[config.mk]
export PLATFORM = sky130hd
export DESIGN_NAME = baud_cfg_ctrl
export DESIGN_NICKNAME = d
export VERILOG_FILES = /design/src/rtl/baud_cfg_ctrl.sv
export SDC_FILE = /design/constraint.sdc
export NUM_CORES = 1
export LEC_CHECK = 0
export BUFFER_PORTS_ARGS = -buffer_cell sky130_fd_sc_hd__clkbuf_2
export CAP_MARGIN = 20
export CORE_ASPECT_RATIO = 1.5
export CORE_UTILIZATION = 52
export CTS_CLUSTER_DIAMETER = 50
export DETAILED_ROUTE_END_ITERATION = 12
export PLACE_DENSITY = 0.79
export SLEW_MARGIN = 10
export SYNTH_ARGS = -nofsm -noshare
export SYNTH_HDL_FRONTEND = slang
export SYNTH_SLANG_ARGS = --single-unit
[constraint.sdc]
create_clock -name clock -period 3.8 [get_ports clock]
set_input_delay 1.14 -clock clock [delete_from_list [all_inputs] [get_ports clock]]
set_output_delay 1.14 -clock clock [all_outputs]
set_load 0.01 [all_outputs]
[src/rtl/baud_cfg_ctrl.sv]
// baud_cfg_ctrl: owns the baud_gen setting registers and applies host changes
// after quiescing the UART, restarting the generator and letting it settle.
module baud_cfg_ctrl #(
   parameter logic [15:0] RESET_FREQ   = 16'd576,
   parameter logic [15:0] RESET_LIMIT  = 16'd15049,
   parameter logic [7:0]  SETTLE_TICKS = 8'd16,
   parameter logic [15:0] IDLE_TIMEOUT = 16'd65535
) (
   input  logic        clock,
   input  logic        reset,
   input  logic        cfg_req,
   input  logic [15:0] cfg_freq,
   input  logic [15:0] cfg_limit,
   output logic        cfg_ack,
   output logic        cfg_err,
   input  logic        tx_busy,
   input  logic        rx_busy,
   output logic        hold,
   input  logic        ce_16,
   output logic [15:0] baud_freq,
   output logic [15:0] baud_limit,
   output logic        gen_reset,
   output logic        baud_ready
);

   typedef enum logic [2:0] {
      S_IDLE,
      S_DRAIN,
      S_APPLY,
      S_SETTLE,
      S_DONE
   } state_t;

   state_t      state;
   logic [15:0] pend_freq;
   logic [15:0] pend_limit;
   logic [15:0] idle_cnt;
   logic [7:0]  tick_cnt;
   logic [16:0] cfg_sum;
   logic        cfg_bad;
   logic        uart_idle;
   logic        timed_out;
   logic        last_tick;

   // request validation and per-state event decode
   always_comb begin
      cfg_sum   = {1'b0, cfg_freq} + {1'b0, cfg_limit};
      cfg_bad   = (cfg_freq == 16'd0)
               || (cfg_freq > cfg_limit)
               || (cfg_sum > 17'h10000);
      uart_idle = !tx_busy && !rx_busy;
      timed_out = (IDLE_TIMEOUT != 16'd0)
               && (idle_cnt == IDLE_TIMEOUT);
      last_tick = ce_16
               && (({1'b0, tick_cnt} + 9'd1) == {1'b0, SETTLE_TICKS});
   end

   // control FSM; every output is a register written here
   always_ff @(posedge clock) begin
      if (reset) begin
         state      <= S_IDLE;
         baud_freq  <= RESET_FREQ;
         baud_limit <= RESET_LIMIT;
         pend_freq  <= 16'd0;
         pend_limit <= 16'd0;
         idle_cnt   <= 16'd0;
         tick_cnt   <= 8'd0;
         gen_reset  <= 1'b1;
         hold       <= 1'b0;
         cfg_ack    <= 1'b0;
         cfg_err    <= 1'b0;
         baud_ready <= 1'b0;
      end else begin
         unique case (state)
            S_IDLE: begin
               if (gen_reset) begin
                  // first cycle out of reset: release the generator
                  gen_reset  <= 1'b0;
                  baud_ready <= 1'b1;
               end else if (cfg_req) begin
                  if (cfg_bad) begin
                     state   <= S_DONE;
                     cfg_ack <= 1'b1;
                     cfg_err <= 1'b1;
                  end else begin
                     pend_freq  <= cfg_freq;
                     pend_limit <= cfg_limit;
                     hold       <= 1'b1;
                     baud_ready <= 1'b0;
                     idle_cnt   <= 16'd0;
                     state      <= S_DRAIN;
                  end
               end
            end
            S_DRAIN: begin
               if (uart_idle) begin
                  baud_freq  <= pend_freq;
                  baud_limit <= pend_limit;
                  gen_reset  <= 1'b1;
                  state      <= S_APPLY;
               end else if (timed_out) begin
                  state      <= S_DONE;
                  cfg_ack    <= 1'b1;
                  cfg_err    <= 1'b1;
                  hold       <= 1'b0;
                  baud_ready <= 1'b1;
               end else begin
                  idle_cnt <= idle_cnt + 16'd1;
               end
            end
            S_APPLY: begin
               gen_reset <= 1'b0;
               tick_cnt  <= 8'd0;
               if (SETTLE_TICKS == 8'd0) begin
                  state      <= S_DONE;
                  cfg_ack    <= 1'b1;
                  cfg_err    <= 1'b0;
                  hold       <= 1'b0;
                  baud_ready <= 1'b1;
               end else begin
                  state <= S_SETTLE;
               end
            end
            S_SETTLE: begin
               if (last_tick) begin
                  state      <= S_DONE;
                  cfg_ack    <= 1'b1;
                  cfg_err    <= 1'b0;
                  hold       <= 1'b0;
                  baud_ready <= 1'b1;
               end else if (ce_16) begin
                  tick_cnt <= tick_cnt + 8'd1;
               end
            end
            S_DONE: begin
               if (!cfg_req) begin
                  cfg_ack <= 1'b0;
                  cfg_err <= 1'b0;
                  state   <= S_IDLE;
               end
            end
            default: state <= S_IDLE;
         endcase
      end
   end

endmodule

==> results of run 1 <==
kinds of logic after synthesis:
group / after synthesis / synth area share [%]
xor+xnor: 15 / 2.496
buf+inv: 58 / 5.348
compound gates: 120 / 15.14
flops: 96 / 36.51
fa+ha+maj: 36 / 8.700
simple gates: 269 / 24.53
mux: 38 / 7.274
cell type report:
type                    count  area (um^2)  share of cell area [%]
multi-input cells         478         3224                   46.76
flip-flops and latches     96         1922                   27.87
repair buffers            168         1181                   17.13
clock buffers              11        242.7                   3.520
well taps                 115        143.9                   2.087
inverters                  31        116.4                   1.688
clock inverters             5        65.06                  0.9436
where the power goes:
group	switching [uW]	total, uW	internal, uW
sequential	30.0	1070	1040
combinational	302	569	267
clock	396	930	534
total	728	2570	1840
path summary, 6_finish.rpt:
path                                     end  depth (start not counted)          from  slack [ps]
worst max-delay path            idle_cnt[12]                         14   cfg_freq[4]         -50
worst min-delay path            baud_freq[4]                          2  baud_freq[4]         460
worst max register to register   tick_cnt[2]                         11   tick_cnt[0]         850
worst min register to register  baud_freq[4]                          2  baud_freq[4]         460
metrics by stage:
step | setup slack (ps) | util (%)
after detailed placement | -526.9 | 64.86
after global placement | -353.9 | 64.86
after CTS | 6.990 | 68.23
after floorplan | 3.586 | -
after global routing | -97.51 | 70.76
final | -49.89 | 70.76
cells in the mapped netlist, types with 4 or more instances:
master    instances
inv_1            29
nand2_1          87
o21ai_0          16
dfxtp_1          96
and2_1            4
a311oi_1          6
mux2i_1          36
or3_1             5
nor2_1           78
a21oi_1          51
a31oi_1           5
nand3_1          26
and3_1            9
ha_1             35
a21o_1            6
nor2b_1           8
nand2b_1          5
nand3b_1          5
nor3_1            7
nand4_1          15
nor4_1            8
xor2_1           12
clkbuf_1         19
metal layers:
| metal | vias up | share of wire, % |
|---|---|---|
| met4 | 0 | 4.8 |
| li1 | 2527 | - |
| met2 | 154 | 53 |
| met1 | 2467 | 39 |
| met5 | - | 0 |
| met3 | 53 | 3.3 |
critical path: stages:
cell,delay [ps]
clkbuf_2,120
ha_1,370
nor2_1,190
o221ai_2,150
buf_4,170
a211o_1,280
a21oi_2,190
o21ai_0,190
and3b_1,240
a32o_2,280
buf_4,170
buf_4,130
nand2b_4,180
a311oi_2,290
timing repair:
action / 4_1_cts / 5_1_grt
buffers inserted: 0 / 7
resized for setup: 4 / 32
cloned: 0 / 2
setup endpoints to repair: 48 / 52
hold endpoints to repair: 0 / 0
pin swaps: 2 / 15
flip-flops by register name (all words and copies together), names as in the netlist, 3 cells and up:
name,count
baud_freq,16
baud_limit,16
idle_cnt,16
pend_freq,16
pend_limit,16
state,3
tick_cnt,8
==> metrics, run 1 <==
status complete, but fails checks; failing checks DRC, setup timing; Mapped Cells between 600 and 700; met1 Usage GRT 31.65%; clk_skew 5.517 ps; GPL Wtd Cong around 0.89; crit path time final 3850 ps; Worst Setup Slack, final -49.89 ps; worst hold slack 458.6 ps; TritonRoute pass-1 iters 9; Syn Nets 706; CTS Sinks 96; worst vdd ir 0.0002102 V; H-tree depth 3; Post-Place Cells around 880; sequential-to-total area share from yosys stat 36.51%; WL/cell about 17 um; # diodes 0; Worst slew margin 52.06%; total power density per cell area 372.6 nW/um^2; Worst-Margin Slew about 720 ps; cell area after synthesis 5264 um^2; largest net degree at the start of global routing 47; initial antenna violation count 0; first-pass GRT wire length 23890 um; CP required 4050 ps; Syn Area/Cell 8.329 um^2; largest area contributor in the netlist dfxtp_1; # DRC 8; RSZ-0062 raised after global routing true; Yosys warning total 0; Die Wd 84.15 um; Yosys reg bits 96; global routing's busiest layer met2; clock latency at the later pin of the worst-skew pair 350 ps; TritonCTS clock tree built; CP Class in2reg; Hold Buf Count CTS 0; final hold violation count 0; clk slew on worst S/H paths 70 ps; number of global-route vias before repair 5094; Final Power 2569 uW; Design Area, Final 6895 um^2; Synth area leaders dfxtp_1 37%, ha_1 8.3%, mux2i_1 6.8%, nand2_1 6.2%, nor2_1 5.6%; EDFF count, synth 0; Leakage Power approximately 0.0030 uW; layout cell share with drive strength beyond 1 roughly 28%; final setup fails 5; max-cap violation count 0; commonest non-fill, non-tap cell in the layout dfxtp_1; WP data arrival around 4100 ps; Die H 125.2 um; asr flop ratio synth 0%; total vias in the final route 5201; met3 usage 4.290%; Clock Tree Buf Depth 2; Netlist cell types 62; Max Slew Vio Count 0; total track usage 28.36%; CP max FO 6; Yosys top cell area share 36.51%; Critical Path Sink Type register; Starting Density 54.02%; Layout area overhead 31.00%; core box area 9744 um^2; startpoint types input pin; quantity of I/O buffers inserted on ports 74; Final Non-Filler Cells about 900; drt via density ~5.8; Layout Nets 858; FILL cells approximately 760; Post-synth top flop dfxtp_1; placed inst area 6320 um^2; GRT overflow 0; 1st-iter DRT viols 279; Setup TNS Final -135.5 ps; # IOs 75; root buffer cell clkbuf_16; die area approximately 11000 um^2; fmax 259.7 MHz; met2 usage in global routing 50.77%; period utilization 101.3%; worst hold path class reg2reg; DP HPWL 11090 um; Routed WL 15160 um; Num CTS Buffers 9; Routed Antenna Nets 0; row count 44; most frequent cells in the layout 96 x dfxtp_1, 88 x buf_4, 87 x nand2_1, 77 x nor2_1, 72 x clkbuf_2
Note: power is estimated with default switching activity, not from simulation.
==> inputs of run 2 (changes only) <==
--- a/config.mk
+++ b/config.mk
@@ -5,12 +5,14 @@
 export SDC_FILE = /design/constraint.sdc
 export NUM_CORES = 1
 export LEC_CHECK = 0
+export ABC_AREA = 0
 export BUFFER_PORTS_ARGS = -buffer_cell sky130_fd_sc_hd__clkbuf_2
 export CAP_MARGIN = 20
 export CORE_ASPECT_RATIO = 1.5
 export CORE_UTILIZATION = 52
 export CTS_CLUSTER_DIAMETER = 50
 export DETAILED_ROUTE_END_ITERATION = 12
+export GPL_TIMING_DRIVEN = 0
 export PLACE_DENSITY = 0.79
 export SLEW_MARGIN = 10
 export SYNTH_ARGS = -nofsm -noshare
==> run 2 against run 1 <==
Against the previous run:
- the run still ends with DRC, setup timing left
- core utilization fell by 4.4 points
- die area is the same
- non-clock buffer count shrank 54
- via count down 2.2%
- critical path type unchanged
- largest cell class unchanged
==> metrics, run 2 (synthesis gave the netlist of run 1 again) <==
clock latency at the later pin of the worst-skew pair 350 ps (about the same); GPL Wtd Cong 0.9070 (+1.6%); FILL cells 802 (+5.0%); worst hold path class reg2reg; failing checks DRC, setup timing; Util after Layout 66.35% (-4.4 points); drt via density 5.981 (+4.0%); initial antenna violation count 0 (unchanged); # DRC 8 (unchanged); total track usage 27.25% (-1.1 points); Die Wd 84.15 um (unchanged); TritonRoute pass-1 iters 9 (unchanged); Internal 1712 uW (-7.0%); Max Slew Vio Count 0 (unchanged); # IOs 75 (unchanged); final hold violation count 0 (unchanged); CTS Sinks 96 (unchanged); Routed Antenna Nets 0 (unchanged); row count 44 (unchanged); CP required 4020 ps (-30 ps); CP Class in2reg; total power density per cell area 379.6 nW/um^2 (+1.9%); Setup TNS Final -83.50 ps (+52.00 ps); GRT overflow 0 (unchanged); largest net degree at the start of global routing 19 (-60%); CP max FO 6 (unchanged); Critical Path Sink Type register; clk_skew 9.288 ps (+3.771 ps); Layout area overhead 22.82%; Sw Ratio 30.25% (+1.9 points); layout cell share with drive strength beyond 1 21.90% (-6.1 points); Comb power frac 21.0% (-1.1 points); startpoint types input pin; die area 10540 um^2 (unchanged); WL/cell 17.93 um (+6.9%); DP HPWL 10930 um (-1.5%); root buffer cell clkbuf_16; P_sw 742.4 uW (+2.0%); RSZ-0062 raised after global routing true; Storage cell area 1922 um^2 (unchanged); Worst Setup Slack, final -24.61 ps (+25.29 ps); Worst-Margin Slew 847.7 ps (+128.6 ps); quantity of I/O buffers inserted on ports 74 (unchanged); max-cap violation count 0 (unchanged); core box area 9744 um^2 (unchanged); Num CTS Buffers 9 (unchanged); Clock power frac 35.7% (-0.5 points); clk slew on worst S/H paths 70 ps (about the same); final setup fails 8 (+3); multi-input logic area 3241 um^2 (+0.50%); status complete, but fails checks; Worst slew margin 43.05% (-9.0 points); commonest non-fill, non-tap cell in the layout dfxtp_1; fmax 261.5 MHz (+0.66%); worst vdd ir 0.0002102 V (about the same); crit path time final 3825 ps (-25.29 ps); WP data arrival 4050 ps (-50 ps); Starting Density 54.02% (unchanged); number of global-route vias before repair 4832 (-5.1%); period utilization 100.6% (-0.67 points); Die H 125.2 um (unchanged); Seq pwr share 43.3% (+1.6 points); Layout Nets 804 (-6.3%); Leakage Power 0.002631 uW (-12%); Clock Tree Buf Depth 2 (unchanged); 1st-iter DRT viols 189 (-32%); TritonCTS clock tree built; Hold Buf Count CTS 0 (unchanged); H-tree depth 3 (unchanged); # diodes 0 (unchanged); total vias in the final route 5084 (-2.2%); first-pass GRT wire length 22800 um (-4.5%); Routed WL 15240 um (+0.51%); most frequent cells in the layout 96 x dfxtp_1, 87 x nand2_1, 72 x clkbuf_2, 68 x nor2_1, 48 x a21oi_1
## run 2: changes by cell type in the layout (fill, tap and decap cells not counted), sizes merged
cell      delta
buf         -75
bufinv       -1
clkbuf      +20
clkinvlp     -1
inv          +3
## run 2: layout make-up
type,count,area share [%]
Sequential cell,96,29.73
Buffer,27,2.845
Inverter,31,1.800
Timing Repair Buffer,87,8.864
Clock inverter,6,0.8709
Multi-Input combinational cell,478,50.13
Clock buffer,10,3.542
Tap cell,115,2.226
## run 2: per-layer routing
layer | track usage [%] | part of all wire, % | routed length, um
met5 | 0 | 0 | 0
met1 | 28.39 | 37 | 5656
met4 | 15.72 | 5.2 | 789
met2 | 50.77 | 53 | 8107
met3 | 4.488 | 4.5 | 687
## run 2: final timing paths
| kind | startpoint | endpoint | slack, ps | cells after the start |
|---|---|---|---|---|
| worst max register to register | state[0] | idle_cnt[4] | 830 | 7 |
| worst min register to register | baud_limit[4] | baud_limit[4] | 460 | 2 |
| worst min-delay path | baud_limit[4] | baud_limit[4] | 460 | 2 |
| worst max-delay path | cfg_limit[0] | pend_limit[12] | -20 | 14 |
## run 2: per-stage QoR
stage          cell area, um^2  hold WS, ps  total power, uW  cells  setup WS, ps
5_1_grt                   6465        482.1             2547    850        -132.1
3_5_place_dp              5781        446.1             1514    821        -731.6
2_1_floorplan             5266        431.2             1381    632         3.586
4_1_cts                   6127        456.1             2395    841        -6.529
6_report                  6465        459.4             2454    850        -24.61
3_3_place_gp              5781        444.0             1503    821        -638.8
## run 2: power by group through the flow
stage / combinational (uW) / sequential, uW / clock, uW
finish: 516 / 1060 / 876
CTS: 447 / 1060 / 889
global route: 553 / 1070 / 929
global placement: 421 / 1080 / 0
detailed placement: 431 / 1080 / 0
floorplan: 296 / 1080 / 0
## run 2: worst max-delay path: stages
cell and delay, ps:
buf_8 100, ha_4 150, fa_2 400, nor2b_4 150, o311ai_4 400, a2111oi_4 150
nor2_1 140, o31ai_2 100, a211oi_2 450, a32o_2 270, buf_12 170, clkbuf_16 170
mux2i_1 200, nor2_1 50
## run 2: what timing repair did
item | CTS | global route
pin swaps | 4 | 24
gates cloned | 0 | 5
setup endpoints to repair | 53 | 53
setup buffers | 4 | 4
gates resized for setup | 6 | 56
